[src/rtl/bin2bcd_seq_if.sv]
// ---------------------------------------------------------------------------
// bin2bcd_seq_if
// Bundles the request/result signals of the bin2bcd_seq converter.
//
// Signals:
//   start   - conversion request from the master (sampled only while idle)
//   bin     - unsigned binary operand, IN_W bits, captured on the start edge
//   busy    - converter has a conversion in flight
//   done    - one-cycle pulse, bcd (and lz_mask) updated in the same cycle
//   bcd     - packed BCD result, digit 0 (ones) in bits [3:0]
//   lz_mask - leading-zero blanking mask (only with BIN2BCD_LZ_MASK_EN)
//
// Modports:
//   master - requester side (drives start/bin)
//   slave  - converter side (drives busy/done/bcd)
//
// Optional feature macro: BIN2BCD_LZ_MASK_EN adds lz_mask.
// ---------------------------------------------------------------------------
interface bin2bcd_seq_if #(
    parameter int IN_W   = 12,
    parameter int DIGITS = 4
);
    logic                  start;
    logic [IN_W-1:0]       bin;
    logic                  busy;
    logic                  done;
    logic [4*DIGITS-1:0]   bcd;
`ifdef BIN2BCD_LZ_MASK_EN
    logic [DIGITS-1:0]     lz_mask;

    modport master (output start, output bin,
                    input  busy,  input  done, input bcd, input lz_mask);
    modport slave  (input  start, input  bin,
                    output busy,  output done, output bcd, output lz_mask);
`else
    modport master (output start, output bin,
                    input  busy,  input  done, input bcd);
    modport slave  (input  start, input  bin,
                    output busy,  output done, output bcd);
`endif
endinterface

[src/rtl/bin2bcd_seq.sv]
// ---------------------------------------------------------------------------
// bin2bcd_seq
// Sequential binary-to-BCD converter (shift-and-add-3 / double dabble),
// one input bit per clock. Feeds the BCD-to-seven-segment decoder stage;
// bcd is held between conversions so the display never shows partial values.
//
// Parameters:
//   IN_W   - binary input width (default 12)
//   DIGITS - number of BCD digits (default 4); must satisfy
//            10**DIGITS > 2**IN_W - 1 so no digit can overflow
//
// Ports:
//   clk       - system clock, rising edge
//   rst       - synchronous reset, active high
//   bus       - bin2bcd_seq_if.slave (start, bin, busy, done, bcd[, lz_mask])
//   dbg_state - current FSM state (IDLE=0, SHIFT=1, DONE=2)
//
// Optional feature macro: BIN2BCD_LZ_MASK_EN
//   Adds bus.lz_mask: bit k (k>=1) set when digit k and every more
//   significant digit are zero; bit 0 is always 0. Registered with bcd.
//
// Handshake: a request is taken when start=1 at a rising edge while the
// FSM is IDLE (busy=0); bin is captured on that edge. start is ignored
// (not queued) while busy=1 or in the DONE state. Completion is a single
// cycle done=1, with bcd already valid in that cycle. A start asserted in
// the done cycle is accepted, so conversions can run every IN_W+2 clocks.
// ---------------------------------------------------------------------------
module bin2bcd_seq #(
    parameter int IN_W   = 12,
    parameter int DIGITS = 4
) (
    input  logic                 clk,
    input  logic                 rst,
    bin2bcd_seq_if.slave         bus,
    output logic [1:0]           dbg_state
);

    localparam int BCD_W  = 4 * DIGITS;
    localparam int WORK_W = BCD_W + IN_W;
    localparam int CNT_W  = $clog2(IN_W + 1);

    typedef enum logic [1:0] {
        IDLE  = 2'd0,
        SHIFT = 2'd1,
        DONE  = 2'd2
    } state_t;

    state_t              state;
    state_t              state_n;

    logic [WORK_W-1:0]   work;       // {bcd digits, remaining binary bits}
    logic [WORK_W-1:0]   work_adj;   // work after the per-digit +3 step
    logic [CNT_W-1:0]    cnt;
    logic [BCD_W-1:0]    bcd_q;
    logic                done_q;

    logic                do_load;
    logic                do_shift;
    logic                do_finish;

    // ------------------------------------------------------------------
    // FSM state register
    // ------------------------------------------------------------------
    always_ff @(posedge clk) begin
        if (rst) begin
            state <= IDLE;
        end else begin
            state <= state_n;
        end
    end

    // ------------------------------------------------------------------
    // FSM next state and control strobes
    // ------------------------------------------------------------------
    always_comb begin
        state_n   = state;
        do_load   = 1'b0;
        do_shift  = 1'b0;
        do_finish = 1'b0;
        case (state)
            IDLE: begin
                if (bus.start) begin
                    do_load = 1'b1;
                    state_n = SHIFT;
                end
            end
            SHIFT: begin
                do_shift = 1'b1;
                // cnt still holds the pre-increment value here, so IN_W-1
                // marks the edge that performs the final iteration.
                if (cnt == CNT_W'(IN_W - 1)) begin
                    state_n = DONE;
                end
            end
            DONE: begin
                do_finish = 1'b1;
                state_n   = IDLE;
            end
            default: begin
                state_n = IDLE;
            end
        endcase
    end

    // ------------------------------------------------------------------
    // Add-3 correction: any BCD digit >= 5 would become >= 10 after the
    // shift, so pre-add 3 to make the carry land in the next digit.
    // Addition stays inside the nibble.
    // ------------------------------------------------------------------
    always_comb begin
        work_adj = work;
        for (int k = 0; k < DIGITS; k++) begin
            if (work[IN_W + 4*k +: 4] >= 4'd5) begin
                work_adj[IN_W + 4*k +: 4] = work[IN_W + 4*k +: 4] + 4'd3;
            end
        end
    end

`ifdef BIN2BCD_LZ_MASK_EN
    logic [DIGITS-1:0] lz_next;
    logic [DIGITS-1:0] lz_q;
    logic              zero_run;

    // Walk from the most significant digit down; a digit is blanked only
    // while every digit above it (and itself) is zero. Digit 0 never
    // blanks so a value of zero still shows one "0".
    always_comb begin
        lz_next  = '0;
        zero_run = 1'b1;
        for (int k = DIGITS - 1; k >= 1; k--) begin
            zero_run   = zero_run & (work[IN_W + 4*k +: 4] == 4'd0);
            lz_next[k] = zero_run;
        end
    end
`endif

    // ------------------------------------------------------------------
    // Datapath: working register, iteration counter, result registers
    // ------------------------------------------------------------------
    always_ff @(posedge clk) begin
        if (rst) begin
            work   <= '0;
            cnt    <= '0;
            bcd_q  <= '0;
            done_q <= 1'b0;
`ifdef BIN2BCD_LZ_MASK_EN
            lz_q   <= '0;
`endif
        end else begin
            done_q <= do_finish;
            if (do_load) begin
                work <= {{BCD_W{1'b0}}, bus.bin};
                cnt  <= '0;
            end else if (do_shift) begin
                work <= work_adj << 1;
                cnt  <= cnt + CNT_W'(1);
            end
            if (do_finish) begin
                bcd_q <= work[WORK_W-1 -: BCD_W];
`ifdef BIN2BCD_LZ_MASK_EN
                lz_q  <= lz_next;
`endif
            end
        end
    end

    assign bus.busy  = (state != IDLE);
    assign bus.done  = done_q;
    assign bus.bcd   = bcd_q;
`ifdef BIN2BCD_LZ_MASK_EN
    assign bus.lz_mask = lz_q;
`endif
    assign dbg_state = state;

endmodule
[src/flat_wrapper.sv]
// flat-port wrapper written by rule: the top's interface ports become plain ports
module bin2bcd_seq_flat 
#(
    parameter int IN_W   = 12,
    parameter int DIGITS = 4
)
  (clk, rst, dbg_state, bus_start, bus_bin, bus_busy, bus_done, bus_bcd);
  bin2bcd_seq_if #(.IN_W(IN_W), .DIGITS(DIGITS)) bus_i ();
  input  logic clk;
  input  logic rst;
  output logic [1:0] dbg_state;
  input wire logic [$bits(bus_i.start)-1:0] bus_start;
  input wire logic [$bits(bus_i.bin)-1:0] bus_bin;
  output wire logic [$bits(bus_i.busy)-1:0] bus_busy;
  output wire logic [$bits(bus_i.done)-1:0] bus_done;
  output wire logic [$bits(bus_i.bcd)-1:0] bus_bcd;
  assign bus_i.start = bus_start;
  assign bus_i.bin = bus_bin;
  assign bus_busy = bus_i.busy;
  assign bus_done = bus_i.done;
  assign bus_bcd = bus_i.bcd;
  bin2bcd_seq #(.IN_W(IN_W), .DIGITS(DIGITS)) u_core (.clk(clk), .rst(rst), .bus(bus_i), .dbg_state(dbg_state));
endmodule
[config.mk]
export PLATFORM = sky130hd
export DESIGN_NAME = bin2bcd_seq_flat
export DESIGN_NICKNAME = d
export VERILOG_FILES = /design/src/rtl/bin2bcd_seq_if.sv /design/src/rtl/bin2bcd_seq.sv /design/src/flat_wrapper.sv
export SDC_FILE = /design/constraint.sdc
export NUM_CORES = 1
export LEC_CHECK = 0
export ABC_AREA = 1
export CORE_MARGIN = 4
export CORE_UTILIZATION = 56
export CTS_BUF_LIST = sky130_fd_sc_hd__clkbuf_2 sky130_fd_sc_hd__clkbuf_4 sky130_fd_sc_hd__clkbuf_8
export CTS_CLUSTER_DIAMETER = 50
export DETAILED_ROUTE_END_ITERATION = 10
export MAX_ROUTING_LAYER = met4
export PLACE_DENSITY = 0.83
export SYNTH_ARGS = -nofsm -noshare
export SYNTH_HDL_FRONTEND = slang
export SYNTH_SLANG_ARGS = --single-unit
[constraint.sdc]
create_clock -name clk -period 1.71 [get_ports clk]
set_input_delay 0.513 -clock clk [delete_from_list [all_inputs] [get_ports clk]]
set_output_delay 0.513 -clock clk [all_outputs]
set_load 0.005 [all_outputs]
# Word level (Yosys, flattened, before mapping)
# Cells that the tools add are included.
# totals
register_bits	51
input_bits	15
out_inout_bits	20
elab_cells	38
# op_classes
addsub	5
magnitude_cmp	4
n_eq_ne	5
mux	13
n_reduce_logical	5
# ops
cell	n
12-bit two-way mux	2
4-bit by 3-bit greater-or-equal comparator with 1-bit output (second input constant)	4
4-bit by 2-bit adder with 4-bit output (second input constant)	3
4-bit two-way mux	3
4-bit by 1-bit adder with 4-bit output (second input constant)	1
4-bit equality test (second input constant)	1
1-bit two-way mux	4
2-bit two-way mux	2
2-bit case mux with 2 select lines	1
2-bit nonzero test	2
3-bit by 2-bit adder with 3-bit output (second input constant)	1
3-bit two-way mux	1
2-bit by 1-bit equality test with 1-bit output (second input constant)	1
2-bit equality test (second input constant)	1
2-bit zero test	1
2-bit by 1-bit inequality test with 1-bit output (second input constant)	1
2-bit inequality test (second input constant)	1
2-bit AND reduction	1
2-bit OR reduction	1

# Logic depth before layout (Yosys ltp)
# logic_depth
ltp_word	4
depth_mapped	10
mapped_depth_nobuf	10

# Worst setup path before layout
# OpenSTA, ideal clock, no wires.
# synth_timing
kind	register -> register
start	register u_core.work[24]
end	register u_core.work[25]
setup_time_ps	109
arrival_ps	1123
t_required_ps	1601
setup_slack_ps	478
stages_incl_launch_ff	10
path_buffers	0
period_less_slack_ps	1232
path_cell_list	dfxtp_1 > inv_1 > ha_1 > inv_1 > o21ai_0 > nand2_1 > nand2_1 > nand3_1 > nand2_1 > inv_1
# synth_between
elab_chain_cells	2
elab_cells_between_ends	3
cone_classes	add/sub (1); order compare (1); mux (1)
# synth_lines
element	line_no	text
from (decl)	bin2bcd_seq.sv:51	logic [WORK_W-1:0] work;
from (signal assigned)	bin2bcd_seq.sv:152	work <= {{BCD_W{1'b0}}, bus.bin};
from (signal assigned)	bin2bcd_seq.sv:155	work <= work_adj << 1;
4-bit by 3-bit greater-or-equal comparator with 1-bit output or 3-bit by 2-bit adder with 3-bit output (tied branches)	bin2bcd_seq.sv:113, bin2bcd_seq.sv:114	
3-bit two-way mux *	bin2bcd_seq.sv:113	if (work[IN_W + 4*k +: 4] >= 4'd5) begin
# Mark *: on every way between the ends. The rest lies on a longest branch, timed or not.
# A chain may end at the register's enable or synchronous reset.

# Final worst setup path
# layout_timing
start	register u_core.bcd_q[0], in the netlist u_core.bus.bcd[0]
end	output bus_bcd[0]
# layout_lines
element	line_no	text
from (decl)	bin2bcd_seq.sv:54	logic [BCD_W-1:0] bcd_q;
from (signal assigned)	bin2bcd_seq.sv:159	bcd_q <= work[WORK_W-1 -: BCD_W];
to (decl)	flat_wrapper.sv:16	output wire logic [$bits(bus_i.bcd)-1:0] bus_bcd;
# No word-level cell between the ends.

==> metrics.log <==
INFO  metric postSynthCellCount = 329
INFO  metric crit_path_start_kind = register
INFO  metric finalWorstSetupSlack = 0.02964 ns
INFO  metric drt-initial-drc-count = 142
INFO  metric leakage = 1.236 nW
INFO  metric synth_enable_flop_cells = 0
INFO  metric tcrit_tclk_final = 98.27%
INFO  metric post_synth_num_cell_types = 19
INFO  metric die_h = 72.55 microns
INFO  metric drt-pass1-iter-count = 4
INFO  metric min_period = 1.680 ns
INFO  metric design.portCount = 35
INFO  metric via_count_of_the_first_global_routing_pass = 2072
INFO  metric worst_skew_pair.late_latency = 0.30 ns
INFO  metric io_buffer_count = 34
INFO  metric grt_start_max_net_pins = 29
INFO  metric ir_drop = 0.5165 mV
INFO  metric dpl_cell_area = 0.002753 sq mm
INFO  metric initial_antenna_violation_count = 0
INFO  metric layout.cell_area.non_filler = 0.002854 sq mm
INFO  metric route.antenna.remaining_nets = 0
INFO  metric endpoint_kind = primary output
INFO  metric maximum_clock_frequency = 595.1 MHz
INFO  metric routed-via-count = 2153
INFO  metric clock_tree.root_cell = sky130_fd_sc_hd__clkbuf_8
INFO  metric cpLargestDelayFamily = buffers and inverters
INFO  metric floorplan.die_area = 0.005264 sq mm
INFO  metric path_class_of_the_lowest_slack_min_delay_path = register to register
INFO  metric viasPerCell = 5.138
INFO  metric totalWireLength = 5044 microns
INFO  metric power.total = 2.247 mW
INFO  metric cpPeakStageDelay = 0.51 ns
INFO  metric cts_tree = built
INFO  metric path_max_fanout = 2
INFO  metric critical_path.n_buffers_inverters = 1
INFO  metric numClockSinks = 51
INFO  metric filler_cell_count = 332
INFO  metric antenna_cells = 0
INFO  metric mostFrequentLayoutCells = sky130_fd_sc_hd__nand2_1, sky130_fd_sc_hd__dfxtp_1, sky130_fd_sc_hd__a21oi_1
INFO  metric cp_data_arrival_time = 1.17 ns
INFO  metric detailedPlace.worstSlack = -0.02792 ns
INFO  metric worst_hold_slack = 0.4658 ns
INFO  metric max_slew_violation_total_from_the_final_report = 0
INFO  metric wl_per_cell = 12.04 microns
INFO  metric post_synth.cell_area_avg = 7.093 sq um
INFO  metric synth_nets = 353
INFO  metric synth_seq_cells = 51
INFO  metric drc = 0
INFO  metric gp_congestion = 0.8185
INFO  metric critical-path-slowest-cell = sky130_fd_sc_hd__clkdlybuf4s50_1
INFO  metric maxSlewHeadroom = 71.20%
INFO  metric maxCapViolCount = 0
INFO  metric effective_utilization_at_floorplan = 57.92%
INFO  metric h-tree-depth = 2
INFO  metric synth-warning-count = 0
INFO  metric dieWidth = 72.55 microns
INFO  metric holdBufCountCts = 0
INFO  metric synth_seq_area_share = 43.75%
INFO  metric powerDensity = 787.3 mW/mm^2
INFO  metric worstPathCellList = clkdlybuf4s50_1
INFO  metric layout_commonest_cell = sky130_fd_sc_hd__nand2_1
INFO  metric worst_slew_pin_slew = 0.4313 ns
INFO  metric critical_path_required = 1.20 ns
INFO  metric yosys.area.top_type_share = 43.75%
INFO  metric dp.final_hpwl = 3562 microns
INFO  metric share_of_post_route_cells_with_drive_strength_above_1 = 8.130%
INFO  metric cts_max_path_buffers = 2
INFO  metric floorplan.rows = 23
INFO  metric hold_viol_final = 0
INFO  metric nNetsFinal = 392
INFO  metric globalRouteTotalUtil = 21.22%
INFO  metric synth_async_sr_flop_share = 0%
INFO  metric synth-main-ff-cell = sky130_fd_sc_hd__dfxtp_1
INFO  metric syn-cell-area = 0.002333 sq mm
INFO  metric criticalPathCategory = register to primary output
INFO  metric syn_to_final_growth = 22.31%
INFO  metric outcome = finished clean
INFO  metric clk_pin_slew_worst_paths = 0.10 ns
INFO  metric unrepaired_setup_endpoints_after_global_routing = no
INFO  metric floorplan.core_area = 0.004029 sq mm
INFO  metric gr-total-overflow = 0
INFO  metric setup_viol = 0
INFO  metric post_synth_main_area_contributors = sky130_fd_sc_hd__dfxtp_1, sky130_fd_sc_hd__nand2_1, sky130_fd_sc_hd__a21oi_1, sky130_fd_sc_hd__nand3_1, sky130_fd_sc_hd__inv_1
INFO  metric timing.clock.skew = 0.01329 ns
INFO  metric synthDominantAreaCellType = sky130_fd_sc_hd__dfxtp_1
INFO  metric grt_first_pass_wirelength = 8687 microns
INFO  metric numCtsBuffers = 5
## final cells by class
| type | instances | area, sq um | share of cell area, % |
|---|---|---|---|
| well taps | 50 | 62.56 | 2.192 |
| clock inverters | 2 | 16.27 | 0.5699 |
| multi-input cells | 227 | 1091 | 38.23 |
| flip-flops and latches | 51 | 1023 | 35.86 |
| inverters | 38 | 142.6 | 4.998 |
| clock buffers | 6 | 82.58 | 2.893 |
| repair buffers | 45 | 435.4 | 15.26 |
## cells in the mapped netlist, types with 3 or more instances
cell / count
sky130_fd_sc_hd__nor2_4: 3
sky130_fd_sc_hd__nand2_1: 85
sky130_fd_sc_hd__ha_1: 9
sky130_fd_sc_hd__a21oi_1: 39
sky130_fd_sc_hd__inv_1: 34
sky130_fd_sc_hd__dfxtp_1: 51
sky130_fd_sc_hd__nand3_1: 38
sky130_fd_sc_hd__inv_2: 4
sky130_fd_sc_hd__buf_2: 6
sky130_fd_sc_hd__nor2_1: 26
sky130_fd_sc_hd__o21ai_0: 21
sky130_fd_sc_hd__clkbuf_1: 3
## metrics by stage
stage	instances	utilization [%]	setup TNS (ns)
5_1_grt	419	70.84	0
2_1_floorplan	329	-	0
3_3_place_gp	411	68.32	0
3_5_place_dp	411	68.32	-0.05143
6_report	419	70.84	0
4_1_cts	419	70.78	0
## routing by layer
| metal | share of wire, % | global-route usage (%) | vias to the layer above | routed length (microns) |
|---|---|---|---|---|
| met5 | 0 | - | - | 0 |
| met4 | 1.9 | 9.631 | 0 | 95 |
| met3 | 3.8 | 4.432 | 12 | 194 |
| met2 | 51 | 35.67 | 37 | 2564 |
| met1 | 43 | 24.10 | 978 | 2189 |
| li1 | - | - | 1126 | - |
## path summary, 6_finish.rpt
check / from / to / slack [ns] / depth (start not counted)
worst max-delay path: u_core.bus.bcd[0] / bus_bcd[0] / 0.03 / 1
worst min-delay path: u_core.work[0] / u_core.work[0] / 0.47 / 2
worst max register to register: u_core.work[24] / u_core.work[25] / 0.28 / 9
worst min register to register: u_core.work[0] / u_core.work[0] / 0.47 / 2
## sequential cells by signal, summed over array words and instances (netlist names)
signal / count
u_core.work: 28
u_core.bus.bcd: 16
u_core.cnt: 4
u_core.dbg_state: 2
u_core.bus.done: 1
## where the power goes
group,switching (mW),internal (mW)
clock,0.400,0.331
sequential,0.0251,1.22
combinational,0.154,0.114
## worst reg2reg max path, cell delays in order, from the launching register on
cell and delay [ns]:
sky130_fd_sc_hd__dfxtp_1 0.35, sky130_fd_sc_hd__inv_1 0.11, sky130_fd_sc_hd__ha_1 0.18, sky130_fd_sc_hd__inv_1 0.05, sky130_fd_sc_hd__o21ai_0 0.26, sky130_fd_sc_hd__nand2_1 0.12, sky130_fd_sc_hd__nand2_1 0.08, sky130_fd_sc_hd__nand3_1 0.08
sky130_fd_sc_hd__nand2_1 0.08, sky130_fd_sc_hd__inv_1 0.03
## what timing repair did
item,in CTS,in global routing
gates resized for setup,4,1
setup endpoints to repair,2,1
buffers inserted,0,0
## logic make-up (layout without fill, tap and decap cells)
family | count (synthesis) | in the layout | share of synthesized area [%]
simple gates | 156 | 156 | 28.47
flops | 51 | 51 | 43.75
fa+ha+maj | 9 | 9 | 4.826
compound gates | 61 | 61 | 13.08
xor+xnor | 1 | 1 | 0.3754
buf+inv | 51 | 91 | 9.490
Power figures use the tool's default switching activity.
